**src/rtl/handshake_fifo_break_dv.sv**
```systemverilog
// handshake_fifo_break_dv
// Elastic NUM_SLOTS-deep FIFO on a valid/ready channel. It breaks both the
// valid path and the ready path: outs/outs_valid come from registered state,
// and ins_ready depends only on the registered occupancy (and rst), never on
// outs_ready. A token accepted in cycle t is offered downstream from t+1.
//
// Ports:
//   clk         clock, all state updates on the rising edge
//   rst         synchronous active-high reset (flushes all held tokens)
//   ins         incoming token data
//   ins_valid   upstream offers a token
//   ins_ready   FIFO can accept a token this cycle
//   outs        data of the oldest stored token (don't care when !outs_valid)
//   outs_valid  FIFO holds at least one token
//   outs_ready  downstream accepts the offered token
module handshake_fifo_break_dv #(
  parameter int DATA_WIDTH = 32,
  parameter int NUM_SLOTS  = 4
) (
  input  logic                  clk,
  input  logic                  rst,
  input  logic [DATA_WIDTH-1:0] ins,
  input  logic                  ins_valid,
  output logic                  ins_ready,
  output logic [DATA_WIDTH-1:0] outs,
  output logic                  outs_valid,
  input  logic                  outs_ready
);

  localparam int PTR_W = (NUM_SLOTS > 1) ? $clog2(NUM_SLOTS) : 1;
  localparam int CNT_W = $clog2(NUM_SLOTS + 1);

  localparam logic [PTR_W-1:0] LAST_PTR   = PTR_W'(NUM_SLOTS - 1);
  localparam logic [CNT_W-1:0] FULL_COUNT = CNT_W'(NUM_SLOTS);

  // Pointers wrap explicitly at the last slot so odd depths work.
  function automatic logic [PTR_W-1:0] next_ptr(input logic [PTR_W-1:0] p);
    logic [PTR_W-1:0] n;
    if (p == LAST_PTR) begin
      n = {PTR_W{1'b0}};
    end else begin
      n = p + PTR_W'(1);
    end
    return n;
  endfunction

  logic [DATA_WIDTH-1:0] mem_r [NUM_SLOTS];
  logic [PTR_W-1:0]      rd_ptr_r;
  logic [PTR_W-1:0]      wr_ptr_r;
  logic [CNT_W-1:0]      count_r;

  logic                  full_s;
  logic                  empty_s;
  logic                  push_s;
  logic                  pop_s;
  logic [CNT_W-1:0]      count_next_s;

  // Flags and handshakes derived only from registered occupancy.
  always_comb begin
    full_s     = (count_r == FULL_COUNT);
    empty_s    = (count_r == {CNT_W{1'b0}});
    ins_ready  = !full_s && !rst;
    outs_valid = !empty_s;
    outs       = mem_r[rd_ptr_r];
    push_s     = ins_valid && ins_ready;
    pop_s      = outs_valid && outs_ready;
  end

  // Occupancy update: simultaneous push and pop leaves the count unchanged.
  always_comb begin
    count_next_s = count_r;
    case ({push_s, pop_s})
      2'b10:   count_next_s = count_r + CNT_W'(1);
      2'b01:   count_next_s = count_r - CNT_W'(1);
      default: count_next_s = count_r;
    endcase
  end

  // Control state: pointers and count, flushed by reset.
  always_ff @(posedge clk) begin
    if (rst) begin
      rd_ptr_r <= {PTR_W{1'b0}};
      wr_ptr_r <= {PTR_W{1'b0}};
      count_r  <= {CNT_W{1'b0}};
    end else begin
      if (push_s) begin
        wr_ptr_r <= next_ptr(wr_ptr_r);
      end
      if (pop_s) begin
        rd_ptr_r <= next_ptr(rd_ptr_r);
      end
      count_r <= count_next_s;
    end
  end

  // Storage write; data is not reset (push is already blocked during rst).
  always_ff @(posedge clk) begin
    if (push_s) begin
      mem_r[wr_ptr_r] <= ins;
    end
  end

endmodule

```
**config.mk**
```make
export PLATFORM = sky130hd
export DESIGN_NAME = handshake_fifo_break_dv
export DESIGN_NICKNAME = d
export VERILOG_FILES = /design/src/rtl/handshake_fifo_break_dv.sv
export SDC_FILE = /design/constraint.sdc
export NUM_CORES = 1
export LEC_CHECK = 0
export ABC_AREA = 1
export CORE_MARGIN = 2
export CORE_UTILIZATION = 50
export DETAILED_ROUTE_END_ITERATION = 16
export DONT_BUFFER_PORTS = 1
export HOLD_SLACK_MARGIN = 0.02
export PLACE_DENSITY = 0.71
export SETUP_SLACK_MARGIN = 0.3
export SLEW_MARGIN = 30
export SYNTH_ARGS = -nofsm -noshare
export SYNTH_HDL_FRONTEND = slang
export SYNTH_SLANG_ARGS = --single-unit
```
**constraint.sdc**
```tcl
create_clock -name clk -period 4.3 [get_ports clk]
set_input_delay 1.29 -clock clk [delete_from_list [all_inputs] [get_ports clk]]
set_output_delay 1.29 -clock clk [all_outputs]
set_load 0.02 [all_outputs]
```
==> summary.md <==
| Metric | Value |
|---|---|
| Seq/Total Area, Yosys | 76.5% |
| GR Overflow Total | 0 |
| Synth Area in Compound Gates | 10.6% |
| Critical-path cell list | inv_2, o21ai_0, o22ai_1 |
| Max VDD drop | 0.000370 V |
| FF-to-FF End | count_r[2] |
| Starting Density | 51.2% |
| CTS tree | done |
| Critical path fanouts, max | 32 |
| Global route hottest layer | met2 |
| DRC errors left | 0 |
| Final Instance Area | 6000 um^2 |
| Post-Syn Area | 5260 um^2 |
| Synth Area in Simple Gates | 6.83% |
| GR Layer Usage met1 | 20.5% |
| Final min period | 3.49 ns |
| H-tree depth | 4 |
| Clock slew at reported path FFs | 0.06 ns |
| CP max stage cell | inv_2 |
| Tcrit/Tclk final | 81.1% |
| Synth top area cells | edfxtp_1 (73%), nor2_1 (5.6%), o21ai_0 (3.8%) |
| Placed Area | 5340 um^2 |
| R2R depth | 12 |
| Clock latency on the worst-skew pair | 0.50 ns |
| Antenna Cells | 0 |
| Vias in the first global route | 2,898 |
| Final Wtd Congestion | 0.743 |
| Root buf cell | clkbuf_8 |
| Post-Synth XOR/XNOR Area | 0% |
| Longest Clk Path Bufs | 2 |
| Die Height | 107 um |
| Synth async-reset ratio | 0% |
| Max incr delay on CP | 0.54 ns |
| RSZ-0062 raised after global routing | false |
| Post-synth EDFFs | 128 |
| Syn_nets | 418 |
| Critical Path RT | 3.01 ns |
| Hold path start | wr_ptr_r[1] |
| Grt met3 use | 7.79% |
| Post-synth top area share | 73.1% |
| Fin nets | 425 |
| First-pass iteration count of the detailed router | 4 |
| Worst Hold Path Cells | 2 |
| Fmax | 0.287 GHz |
| First-pass GRT wire length | 14.8 mm |
| Avg Cell Area, Syn | 14.0 um^2 |
| Share of cells above drive strength 1 | 11.9% |
| Most frequent cell after synthesis | edfxtp_1 |
| Die area | 11,400 um^2 |
| Largest net degree at the start of global routing | 65 |
| R2R Setup Slk | 2.30 ns |
| Worst slew pin tran | 0.637 ns |
| Initial antenna violation count | 0 |
| Met2 Track Usage GR | 29.3% |
| Number of max-cap violations | 0 |
| IO buf count | 0 |
| Top cells by count, synth | edfxtp_1 (128), nor2_1 (79), o21ai_0 (40) |
| Syn. warnings | 0 |
| Post-synthesis register bit count | 137 |
| Main combinational cell family by area after synthesis | compound AO/OA/AOI/OAI gates |
| Mux cell area share after synthesis | 0% |
| TritonCTS Buffers | 17 |
| Crit Path Class | flip-flop to primary output |
| Multi-input gate area | 1040 um^2 |
| Max-slew headroom | 57.5% |
| Startpoint class of the critical path | flip-flop |
| DRT antenna net count | 0 |
| P per Cell Area | 653 nW/um^2 |
| DP Wirelength | 5.57 mm |
| CTS sink count | 137 |
| Status | completed |
| Global-route usage over all layers | 17.6% |
| FF/Latch Area | 4030 um^2 |
| Reg2Reg Launch Point | count_r[1] |
| Hold slack | 0.511 ns |
| Final Max Tran Viols | 0 |
| Post-synth top flop | edfxtp_1 |
| Iter 0 DRT Violations | 187 |
| Final setup vio count | 0 |
| Routed WL | 9.50 mm |
| Netlist cell types | 19 |
| # resized after CTS | 0 |
| Hold buffer count at cts | 0 |
| Synth Instances | 375 |
| Vias per inst | 5.48 |
| Setup TNS Final | 0 ns |
| Final hold viol count | 0 |
| Synth Area in Adders | 1.81% |
| Leakage power figure | 2.02 nW |
| Min-delay worst type | flip-flop to flip-flop |
| Fill count | 808 |
| Core ar. | 10,300 um^2 |
| Area Growth Syn to Fin | 14.1% |
| Hold Path Sink | wr_ptr_r[1] |
| Via count | 2,908 |
| Skew final | 0.00679 ns |
| Crit path DAT | 2.20 ns |
| Dominant cell type by area after synthesis | edfxtp_1 |
| WL per Instance | 17.9 um |
| Die width | 107 um |
| # rows | 37 |
| IO Count | 70 |
| Setup Fix Bufs, Post-CTS | 0 |
| Crit. End Element | primary output |
report_power, final:
| part | switching, mW | leakage [nW] | internal (mW) |
|---|---|---|---|
| sequential | 0.0427 | 1.24 | 1.54 |
| combinational | 0.680 | 0.494 | 0.200 |
| clock | 0.554 | 0.288 | 0.896 |
worst max-delay path: cells and delay by family (launching register included):
family	cells	cell delay, ns
AOI/OAI and AO/OA	2	0.64
DFF	1	0.51
buffers and inverters	1	0.54
placed cells by master, fill, tap and decap left out:
master / count
clkinv_2: 1
edfxtp_1: 128
clkbuf_16: 16
clkbuf_8: 1
inv_1: 14
nor2_1: 75
inv_2: 1
inv_6: 5
nor2_4: 4
inv_8: 2
clkinv_4: 2
o21ai_1: 28
nand3_1: 3
o22ai_1: 32
ha_1: 6
nand2_1: 10
bufinv_16: 3
clkinvlp_4: 3
buf_16: 2
dfxtp_2: 1
nand3_2: 1
a21oi_1: 3
o21ai_0: 40
fa_1: 1
dfxtp_1: 8
buf_4: 5
layer usage:
metal,vias up,part of all wire (%)
li1,1406,-
met1,1412,41
met2,86,50
met3,4,7.7
met4,0,0.61
met5,-,0
state kept, by name (all words and copies together) (netlist names), named ones only:
name      flops
rd_ptr_r      2
mem_r       128
count_r       3
wr_ptr_r      2
cell type report:
| type | count | share of cell area [%] |
|---|---|---|
| flip-flops and latches | 137 | 67.1 |
| multi-input cells | 203 | 17.3 |
| clock buffers | 17 | 6.90 |
| clock inverters | 15 | 3.17 |
| well taps | 136 | 2.84 |
| repair buffers | 7 | 1.54 |
| inverters | 16 | 1.13 |
logic make-up (layout without fill, tap and decap cells):
group,Yosys count,after routing
compound gates,103,103
simple gates,93,93
fa+ha+maj,7,7
buf+inv,35,55
flops,137,137
how the worst max path moves through the flow:
stage	startpoint	to	slack, ns	depth (start not counted)
after floorplan	rst	mem_r[0][0]	0.90	3
after global placement	rst	mem_r[3][28]	1.30	4
after detailed placement	rst	mem_r[2][0]	1.26	3
after CTS	flip-flop	outs[13]	0.75	3
after global routing	flip-flop	outs[13]	0.61	3
final	flip-flop	outs[13]	0.81	3
stage by stage:
| step | util, % | setup WS, ns | power [mW] | std cells |
|---|---|---|---|---|
| global placement | 52.0 | 1.30 | 2.48 | 497 |
| floorplan | - | 0.905 | 2.38 | 375 |
| CTS | 57.8 | 0.751 | 3.95 | 529 |
| detailed placement | 52.0 | 1.26 | 2.50 | 497 |
| finish | 58.4 | 0.812 | 3.91 | 531 |
| global route | 58.4 | 0.607 | 4.10 | 531 |
Power figures use the tool's default switching activity.
